**config.mk**
```make
export PLATFORM = sky130hd
export DESIGN_NAME = axis_pkt_rx
export DESIGN_NICKNAME = d
export VERILOG_FILES = /design/src/rtl/axis_pkt_pkg.sv /design/src/rtl/axis_pkt_stats.sv /design/src/rtl/axis_pkt_rx.sv
export SDC_FILE = /design/constraint.sdc
export NUM_CORES = 1
export LEC_CHECK = 0
export ABC_AREA = 1
export BUFFER_PORTS_ARGS = -buffer_cell sky130_fd_sc_hd__buf_2
export CAP_MARGIN = 20
export CORE_ASPECT_RATIO = 0.5
export CORE_MARGIN = 5
export CORE_UTILIZATION = 37
export CTS_CLUSTER_DIAMETER = 80
export CTS_CLUSTER_SIZE = 25
export DETAILED_ROUTE_END_ITERATION = 6
export PLACE_DENSITY = 0.62
export SYNTH_ARGS = -nofsm -noshare
export SYNTH_HDL_FRONTEND = slang
export SYNTH_SLANG_ARGS = --single-unit
```
**constraint.sdc**
```tcl
create_clock -name clk -period 1.95 [get_ports clk]
set_input_delay 0.195 -clock clk [delete_from_list [all_inputs] [get_ports clk]]
set_output_delay 0.195 -clock clk [all_outputs]
set_load 0.02 [all_outputs]
```
**src/rtl/axis_pkt_pkg.sv**
```systemverilog
// Shared types and width helpers for the axis_pkt_rx packet receiver.
package axis_pkt_pkg;

    typedef enum logic [1:0] {
        IDLE    = 2'd0,
        PAYLOAD = 2'd1,
        DRAIN   = 2'd2,
        OUT     = 2'd3
    } state_t;

    typedef enum logic [1:0] {
        ERR_NONE  = 2'd0,
        ERR_ID    = 2'd1,
        ERR_SHORT = 2'd2,
        ERR_LONG  = 2'd3
    } err_code_t;

    function automatic int ch_w(input int num_ch);
        if (num_ch > 1) begin
            return $clog2(num_ch);
        end else begin
            return 1;
        end
    endfunction

    function automatic int cnt_w(input int pck_size);
        if (pck_size > 1) begin
            return $clog2(pck_size);
        end else begin
            return 1;
        end
    endfunction

endpackage

```
**src/rtl/axis_pkt_stats.sv**
```systemverilog
// Saturating 16-bit packet and error counters for axis_pkt_rx.
module axis_pkt_stats (
    input  logic        clk,
    input  logic        rst,
    input  logic        pkt_inc,
    input  logic        err_inc,
    output logic [15:0] pkt_cnt,
    output logic [15:0] err_cnt
);

    logic [15:0] pkt_cnt_r;
    logic [15:0] err_cnt_r;

    // Count completed handshakes and error pulses, holding at all-ones.
    always_ff @(posedge clk or posedge rst) begin
        if (rst) begin
            pkt_cnt_r <= 16'd0;
            err_cnt_r <= 16'd0;
        end else begin
            if (pkt_inc && (pkt_cnt_r != 16'hFFFF)) begin
                pkt_cnt_r <= pkt_cnt_r + 16'd1;
            end
            if (err_inc && (err_cnt_r != 16'hFFFF)) begin
                err_cnt_r <= err_cnt_r + 16'd1;
            end
        end
    end

    assign pkt_cnt = pkt_cnt_r;
    assign err_cnt = err_cnt_r;

endmodule

```
**src/rtl/axis_pkt_rx.sv**
```systemverilog
// AXI-Stream packet receiver: header ID check, payload assembly, framing errors.
// Define AXIS_PKT_RX_STATS_EN to add the pkt_cnt/err_cnt statistics outputs.
module axis_pkt_rx
    import axis_pkt_pkg::*;
#(
    parameter int         DATA_W   = 8,
    parameter int         PCK_SIZE = 4,
    parameter int         NUM_CH   = 2,
    parameter logic [7:0] BASE_ID  = 8'h7F
) (
    input  logic                         clk,
    input  logic                         rst,
    input  logic                         s_tvalid,
    output logic                         s_tready,
    input  logic [DATA_W-1:0]            s_tdata,
    input  logic                         s_tlast,
    output logic                         out_valid,
    input  logic                         out_ready,
    output logic [PCK_SIZE*DATA_W-1:0]   out_data,
    output logic [ch_w(NUM_CH)-1:0]      out_ch,
    output logic                         err_valid,
    output logic [1:0]                   err_code
`ifdef AXIS_PKT_RX_STATS_EN
    ,
    output logic [15:0]                  pkt_cnt,
    output logic [15:0]                  err_cnt
`endif
);

    localparam int CH_W  = ch_w(NUM_CH);
    localparam int CNT_W = cnt_w(PCK_SIZE);

    state_t                     state_r;
    logic                       s_tready_r;
    logic                       out_valid_r;
    logic [PCK_SIZE*DATA_W-1:0] out_data_r;
    logic [CH_W-1:0]            out_ch_r;
    logic                       err_valid_r;
    err_code_t                  err_code_r;
    logic [CNT_W-1:0]           cnt_r;

    logic                       beat_s;
    logic [8:0]                 id_off_s;
    logic                       id_ok_s;
    logic                       cnt_last_s;

    assign beat_s     = s_tvalid && s_tready_r;
    // Nine-bit difference so IDs below BASE_ID show up as a borrow.
    assign id_off_s   = {1'b0, s_tdata[7:0]} - {1'b0, BASE_ID};
    assign id_ok_s    = !id_off_s[8] && (id_off_s < 9'(NUM_CH));
    assign cnt_last_s = (cnt_r == CNT_W'(PCK_SIZE - 1));

    // Packet framing FSM with registered stream, output and error signals.
    always_ff @(posedge clk or posedge rst) begin
        if (rst) begin
            state_r     <= IDLE;
            s_tready_r  <= 1'b0;
            out_valid_r <= 1'b0;
            out_data_r  <= '0;
            out_ch_r    <= '0;
            err_valid_r <= 1'b0;
            err_code_r  <= ERR_NONE;
            cnt_r       <= '0;
        end else begin
            err_valid_r <= 1'b0;
            err_code_r  <= ERR_NONE;
            case (state_r)
                IDLE: begin
                    s_tready_r <= 1'b1;
                    if (beat_s) begin
                        if (!id_ok_s) begin
                            err_valid_r <= 1'b1;
                            err_code_r  <= ERR_ID;
                            if (!s_tlast) begin
                                state_r <= DRAIN;
                            end
                        end else if (s_tlast) begin
                            err_valid_r <= 1'b1;
                            err_code_r  <= ERR_SHORT;
                        end else begin
                            out_ch_r <= id_off_s[CH_W-1:0];
                            cnt_r    <= '0;
                            state_r  <= PAYLOAD;
                        end
                    end
                end
                PAYLOAD: begin
                    if (beat_s) begin
                        for (int i = 0; i < PCK_SIZE; i++) begin
                            if (cnt_r == CNT_W'(i)) begin
                                out_data_r[i*DATA_W +: DATA_W] <= s_tdata;
                            end
                        end
                        cnt_r <= cnt_r + CNT_W'(1);
                        if (cnt_last_s) begin
                            if (s_tlast) begin
                                out_valid_r <= 1'b1;
                                s_tready_r  <= 1'b0;
                                state_r     <= OUT;
                            end else begin
                                err_valid_r <= 1'b1;
                                err_code_r  <= ERR_LONG;
                                state_r     <= DRAIN;
                            end
                        end else if (s_tlast) begin
                            err_valid_r <= 1'b1;
                            err_code_r  <= ERR_SHORT;
                            state_r     <= IDLE;
                        end
                    end
                end
                DRAIN: begin
                    if (beat_s && s_tlast) begin
                        state_r <= IDLE;
                    end
                end
                OUT: begin
                    if (out_ready) begin
                        out_valid_r <= 1'b0;
                        s_tready_r  <= 1'b1;
                        state_r     <= IDLE;
                    end
                end
                default: begin
                    out_valid_r <= 1'b0;
                    s_tready_r  <= 1'b0;
                    state_r     <= IDLE;
                end
            endcase
        end
    end

    assign s_tready  = s_tready_r;
    assign out_valid = out_valid_r;
    assign out_data  = out_data_r;
    assign out_ch    = out_ch_r;
    assign err_valid = err_valid_r;
    assign err_code  = err_code_r;

`ifdef AXIS_PKT_RX_STATS_EN
    axis_pkt_stats u_stats (
        .clk     (clk),
        .rst     (rst),
        .pkt_inc (out_valid_r && out_ready),
        .err_inc (err_valid_r),
        .pkt_cnt (pkt_cnt),
        .err_cnt (err_cnt)
    );
`endif

endmodule

```
==> impl_metrics.env, run 1 <==
export IMPL_yosys_area_share_xor_xnor=0
export IMPL_arrival_ps=1790
export IMPL_hold_ws_ps=9.971
export IMPL_finalSetupViolations=0
export IMPL_synth_nets=240
export IMPL_rows=18
export IMPL_layout_common_cells="nand2_1 (58), buf_2 (50), dfrtp_1 (42), inv_1 (26), o21ai_1 (24)"
export IMPL_grt_ovfl_total=0
export IMPL_finalHoldViolCount=0
export IMPL_fin_skew_ps=7.988
export IMPL_drtPass1Iterations=4
export IMPL_critPathLaunch="cnt_r[0]$_DFFE_PP0P_"
export IMPL_status="finished clean"
export IMPL_min_period_ps=1569
export IMPL_cp_data_required_time_ps=2170
export IMPL_r2r_end="state_r[0]$_DFFE_PP0P_"
export IMPL_cts_tree="built"
export IMPL_syn_avg_cell_area_um2=9.055
export IMPL_synth_area_mux_share=0
export IMPL_grt_pass1_wl_um=7231
export IMPL_crit_chain="ha_1, inv_1, ha_1, nand3_1, nand2_1, inv_1, o211ai_2, inv_2, nor2_1, a21oi_1"
export IMPL_antenna_cells=0
export IMPL_grt_max_degree=43
export IMPL_track_usage=0.1332
export IMPL_critPathMaxStageDelay_ps=420
export IMPL_ir_drop_v=0.0004597
export IMPL_endpoint_kind="register"
export IMPL_powerDensity_nw_per_um2=1327
export IMPL_cts_sink_count=42
export IMPL_finalWorstSetupSlack_ps=381.3
export IMPL_port_buffers=50
export IMPL_crit_end="state_r[0]$_DFFE_PP0P_"
export IMPL_gp_congestion=0.8885
export IMPL_place_ws_ps=405.4
export IMPL_slowest_stage="dfrtp_1"
export IMPL_syn2layout_area_growth_pct=20.82
export IMPL_cts_resized=0
export IMPL_avgViaCountPerCell=4.634
export IMPL_die_w_um=113.5
export IMPL_postCtsHoldBufs=0
export IMPL_die_y_um=61.77
export IMPL_synth_distinct_cells=21
export IMPL_initial_core_util=0.3931
export IMPL_die_area_um2=7013
export IMPL_busiest_layer="met2"
export IMPL_synthAdderAreaFrac=0.05047
export IMPL_synth_compound_area_frac=0.1287
export IMPL_slew_violations=0
export IMPL_htreeDepth=2
export IMPL_yosysWarnings=0
export IMPL_fill_cells=513
export IMPL_use_met2=0.2368
export IMPL_routedWlPerCell_um=12.85
export IMPL_vias=1594
export IMPL_leakagePower_nw=1.348
export IMPL_period_share=0.8045
export IMPL_drv_cap=0
export IMPL_clk_pin_slew_worst_paths_ps=80
export IMPL_r2r_setup_slack_ps=380
export IMPL_clk_latency_ps=300
export IMPL_ant_nets=0
export IMPL_cts_made_buffers=5
export IMPL_max_slew_margin=0.6512
export IMPL_hold_path_class="input port to asynchronous set/reset pin"
export IMPL_cts_buffer_depth=2
export IMPL_rsz0062_at_grt="false"
export IMPL_synthCells=219
export IMPL_antenna_found_initial=0
export IMPL_drtIter0Drc=74
export IMPL_worst_path_stages=10
export IMPL_post_cts_repair_setup_buffers=0
export IMPL_io_pins=51
export IMPL_tightest_slew_ps=523.2
export IMPL_grtUsageMet1=0.1617
export IMPL_synth_top_family_by_area="simple AND/OR/NAND/NOR gates"
export IMPL_mostFrequentLayoutCell="nand2_1"
export IMPL_worstRegToRegCells=10
export IMPL_met3_usage=0.03578
export IMPL_clock_root_buffer="clkbuf_8"
export IMPL_path_delay_family="adder cells"
export IMPL_drive_gt1_frac=0.2847
export IMPL_rr_startpoint="cnt_r[0]$_DFFE_PP0P_"
export IMPL_wl_um=4422
export IMPL_tns_ps=0
export IMPL_fin_util=0.4750
export IMPL_dp_hpwl_um=3325
export IMPL_crit_buf_inv=3
export IMPL_netlist_area_um2=1983
export IMPL_startpoint_type="register"
export IMPL_coreArea_um2=5045
export IMPL_drc_errors=0
export IMPL_critPathMaxFanout=5
export IMPL_grt_pass1_vias=1575
export IMPL_fmax_mhz=637.5
export IMPL_synthSimpleGateAreaFrac=0.2151
export IMPL_synth_seq_area_share=0.5300
export IMPL_final_nets=294
export IMPL_critPathKind="register to register"
export IMPL_ys_ff_latch=42
-- layout make-up --
cell class                 instances  area (um^2)  share of cell area
clock buffer                       5        68.82             0.02872
clock inverter                     3        43.79             0.01828
inverter                          28        105.1             0.04386
multi-input combinational        145        782.0              0.3264
sequential                        42         1051              0.4386
tap                               70        87.58             0.03655
timing repair buffer              51        257.7              0.1076
-- through the flow --
| stage | instances | area, um^2 | power (mW) |
|---|---|---|---|
| final | 344 | 2396 | 3.180 |
| after global routing | 344 | 2396 | 3.399 |
| after CTS | 344 | 2396 | 3.208 |
| after detailed placement | 336 | 2283 | 2.512 |
| after global placement | 336 | 2283 | 2.480 |
| after floorplan | 219 | 1983 | 2.156 |
-- where the power goes --
part           total [mW]  switching [mW]  internal [mW]
sequential           1.27           0.161           1.11
clock               0.696           0.312          0.384
combinational        1.22           0.814          0.402
-- worst reg2reg max path, delay by kind of cell (launching register included) --
family,cells,cell delay (ps)
fa+ha+maj,2,450
buf+inv,3,230
flops,1,420
simple gates,3,180
compound gates,2,230
-- flip-flops by register name (all words and copies together), names as in the netlist --
| signal | cells |
|---|---|
| cnt_r | 2 |
| err_code | 2 |
| err_valid | 1 |
| out_ch | 1 |
| out_data | 32 |
| out_valid | 1 |
| s_tready | 1 |
| state_r | 2 |
-- cell families (layout without fill, tap and decap cells) --
kind of cell / after synthesis / count (layout)
and+or+nand+nor: 94 / 94
AOI/OAI and AO/OA: 43 / 43
buffers and inverters: 32 / 87
DFF: 42 / 42
adders and majority gates: 8 / 8
-- per-layer routing --
| metal | part of all wire | wire length [um] |
|---|---|---|
| met1 | 0.44 | 1936 |
| met2 | 0.50 | 2205 |
| met3 | 0.054 | 238 |
| met4 | 0.0093 | 41 |
| met5 | 0 | 0 |
-- worst min-delay path by stage --
| stage | startpoint | to | slack (ps) | cells past startpoint |
|---|---|---|---|---|
| after global placement | rst | cnt_r[1]$_DFFE_PP0P_ | 350 | 3 |
| after CTS | rst | out_data[22]$_DFFE_PP0P_ | 30 | 3 |
| final | rst | out_data[22]$_DFFE_PP0P_ | 10 | 3 |
| after global routing | rst | out_data[22]$_DFFE_PP0P_ | 80 | 3 |
| after detailed placement | rst | cnt_r[1]$_DFFE_PP0P_ | 360 | 3 |
| after floorplan | s_tlast | err_code[1]$_DFF_PP0_ | 390 | 2 |
-- synthesized netlist by cell type --
master | count | area [um^2]
o21ai_0 | 4 | 20.02
ha_1 | 8 | 100.1
nand2_4 | 4 | 45.04
nand2_1 | 58 | 217.7
o211ai_2 | 1 | 12.51
o21ai_1 | 24 | 120.1
inv_2 | 2 | 7.510
nand4_1 | 2 | 12.51
buf_6 | 4 | 45.04
o21a_1 | 1 | 7.510
a21oi_1 | 5 | 25.02
nor2_2 | 2 | 12.51
nand2_2 | 1 | 6.260
dfrtp_1 | 42 | 1051
inv_1 | 26 | 97.59
nand3b_1 | 1 | 7.510
o21ai_2 | 8 | 70.07
nand3_1 | 8 | 40.04
nor2_1 | 16 | 60.06
nor3_1 | 1 | 5.000
nor2_8 | 1 | 20.02
Power figures use the tool's default switching activity.
==> run 2, diff against run 1 <==
==> constraint.sdc (replaced) <==
create_clock -name clk -period 1.5 [get_ports clk]
set_input_delay 0.15 -clock clk [delete_from_list [all_inputs] [get_ports clk]]
set_output_delay 0.15 -clock clk [all_outputs]
set_load 0.02 [all_outputs]
==> impl_metrics.env, run 2 (same netlist as run 1, synthesis figures left out) <==
export IMPL_cts_sink_count=42
export IMPL_fmax_mhz=690.0
export IMPL_startpoint_type="register"
export IMPL_finalWorstSetupSlack_ps=50.81
export IMPL_status="finished clean"
export IMPL_hold_ws_ps=230.6
export IMPL_ir_drop_v=0.0005381
export IMPL_cts_tree="built"
export IMPL_gp_congestion=0.8767
export IMPL_mostFrequentLayoutCell="nand2_1"
export IMPL_leakagePower_nw=1.380
export IMPL_max_slew_margin=0.6547
export IMPL_ant_nets=0
export IMPL_critPathLaunch="cnt_r[1]$_DFFE_PP0P_"
export IMPL_finalHoldViolCount=0
export IMPL_final_nets=301
export IMPL_wl_um=4669
export IMPL_worstRegToRegCells=10
export IMPL_fin_skew_ps=4.700
export IMPL_die_area_um2=7013
export IMPL_drc_errors=0
export IMPL_p_total_mw=4.064
export IMPL_period_share=0.9661
export IMPL_r2r_setup_slack_ps=50
export IMPL_rr_startpoint="cnt_r[1]$_DFFE_PP0P_"
export IMPL_layout_common_cells="nand2_1 (58), buf_2 (50), dfrtp_1 (42), inv_1 (25), o21ai_1 (24)"
export IMPL_hp_start="s_tdata[6]"
export IMPL_port_buffers=50
export IMPL_place_ws_ps=15.45
export IMPL_finalSetupViolations=0
export IMPL_cts_made_buffers=5
export IMPL_drive_gt1_frac=0.3167
export IMPL_track_usage=0.1340
export IMPL_cts_buffer_depth=2
export IMPL_dp_hpwl_um=3360
export IMPL_grt_pass1_wl_um=7231
export IMPL_grt_ovfl_total=0
export IMPL_drv_cap=0
export IMPL_htreeDepth=2
export IMPL_initial_core_util=0.3931
export IMPL_fin_cells=351
export IMPL_dpl_cell_count=339
export IMPL_drtIter0Drc=63
export IMPL_clk_latency_ps=290
export IMPL_netSwitchingPower_mw=1.699
export IMPL_fin_util=0.4891
export IMPL_rows=18
export IMPL_slew_violations=0
export IMPL_internal_power_mw=2.365
export IMPL_holdPathEnd="out_data[22]$_DFFE_PP0P_"
export IMPL_powerDensity_nw_per_um2=1647
export IMPL_combPwrFrac=0.418
export IMPL_cp_data_required_time_ps=1680
export IMPL_slowest_stage="dfrtp_1"
export IMPL_clock_root_buffer="clkbuf_8"
export IMPL_tns_ps=0
export IMPL_hold_path_class="input port to register"
export IMPL_critPathKind="register to register"
export IMPL_hold_path_depth=3
export IMPL_die_w_um=113.5
export IMPL_coreArea_um2=5045
export IMPL_fill_cells=497
export IMPL_io_pins=51
export IMPL_clk_pin_slew_worst_paths_ps=80
export IMPL_arrival_ps=1630
export IMPL_die_y_um=61.77
export IMPL_vias=1603
export IMPL_r2r_end="state_r[1]$_DFFE_PP0P_"
export IMPL_routedWlPerCell_um=13.30
export IMPL_min_period_ps=1449
export IMPL_final_area_um2=2467
export IMPL_crit_chain="ha_4, inv_4, ha_4, nand3_2, nand2_1, inv_1, o211ai_2, inv_2, nor2_2, a21oi_1"
export IMPL_antenna_found_initial=0
export IMPL_critPathMaxFanout=4
export IMPL_tightest_slew_ps=518.0
export IMPL_syn2layout_area_growth_pct=24.42
export IMPL_seqPwrFrac=0.408
export IMPL_critPathMaxStageDelay_ps=440
export IMPL_grt_pass1_vias=1538
export IMPL_avgViaCountPerCell=4.567
export IMPL_drtPass1Iterations=4
export IMPL_largest_register_ffs=32
export IMPL_placed_area_um2=2306
export IMPL_grt_max_degree=43
export IMPL_path_common_cell="ha_4"
export IMPL_antenna_cells=0
export IMPL_switching_share=0.4181
export IMPL_power_share_clock=0.175
export IMPL_endpoint_kind="register"
-- run 2: changes by cell type in the layout (fill, tap and decap cells not counted), sizes merged --
cell / previous run / this run
buf: 51 / 57
bufinv: 1 / 0
clkbuf: 5 / 6
clkinv: 1 / 2
dlygate4sd3: 0 / 1
inv: 29 / 28
-- run 2: layer usage --
metal,vias up,track usage,share of wire
met5,-,0,0
met4,0,0.04623,0.010
met3,4,0.03965,0.039
met2,28,0.2393,0.50
met1,752,0.1601,0.45
li1,819,-,-
-- run 2: critical path: cells and delay by family, from the launching register on --
kind            cells  cell delay (ps)
compound gates      2              130
fa+ha+maj           2              330
buf+inv             3              170
flops               1              440
simple gates        3              260
-- run 2: timing repair --
item                                    4_1_cts  5_1_grt
hold endpoints to repair                     13        0
endpoints found under the setup margin        0        3
hold buffers                                  1        0
gates resized for setup                       0       10
buffers inserted                              0        3
-- run 2: worst max-delay path by stage --
stage	endpoint
floorplan	state_r[1]$_DFFE_PP0P_
global placement	state_r[1]$_DFFE_PP0P_
detailed placement	state_r[1]$_DFFE_PP0P_
CTS	state_r[0]$_DFFE_PP0P_
global route	state_r[1]$_DFFE_PP0P_
finish	state_r[1]$_DFFE_PP0P_
-- run 2: layout make-up --
| class | instances | area, um^2 | area share |
|---|---|---|---|
| clock buffer | 6 | 72.57 | 0.02941 |
| clock inverter | 2 | 13.76 | 0.005578 |
| inverter | 28 | 107.6 | 0.04361 |
| multi-input combinational | 145 | 822.0 | 0.3332 |
| sequential | 42 | 1051 | 0.4260 |
| tap | 70 | 87.58 | 0.03550 |
| timing repair buffer | 58 | 312.8 | 0.1268 |
-- run 2: power groups by stage --
| stage | Clock (mW) | Sequential, mW | Combinational [mW] |
|---|---|---|---|
| 6_report | 0.710 | 1.66 | 1.70 |
| 5_1_grt | 0.778 | 1.70 | 1.88 |
| 4_1_cts | 0.730 | 1.64 | 1.66 |
| 3_5_place_dp | 0 | 1.66 | 1.65 |
| 3_3_place_gp | 0 | 1.65 | 1.62 |
| 2_1_floorplan | 0 | 1.98 | 0.826 |
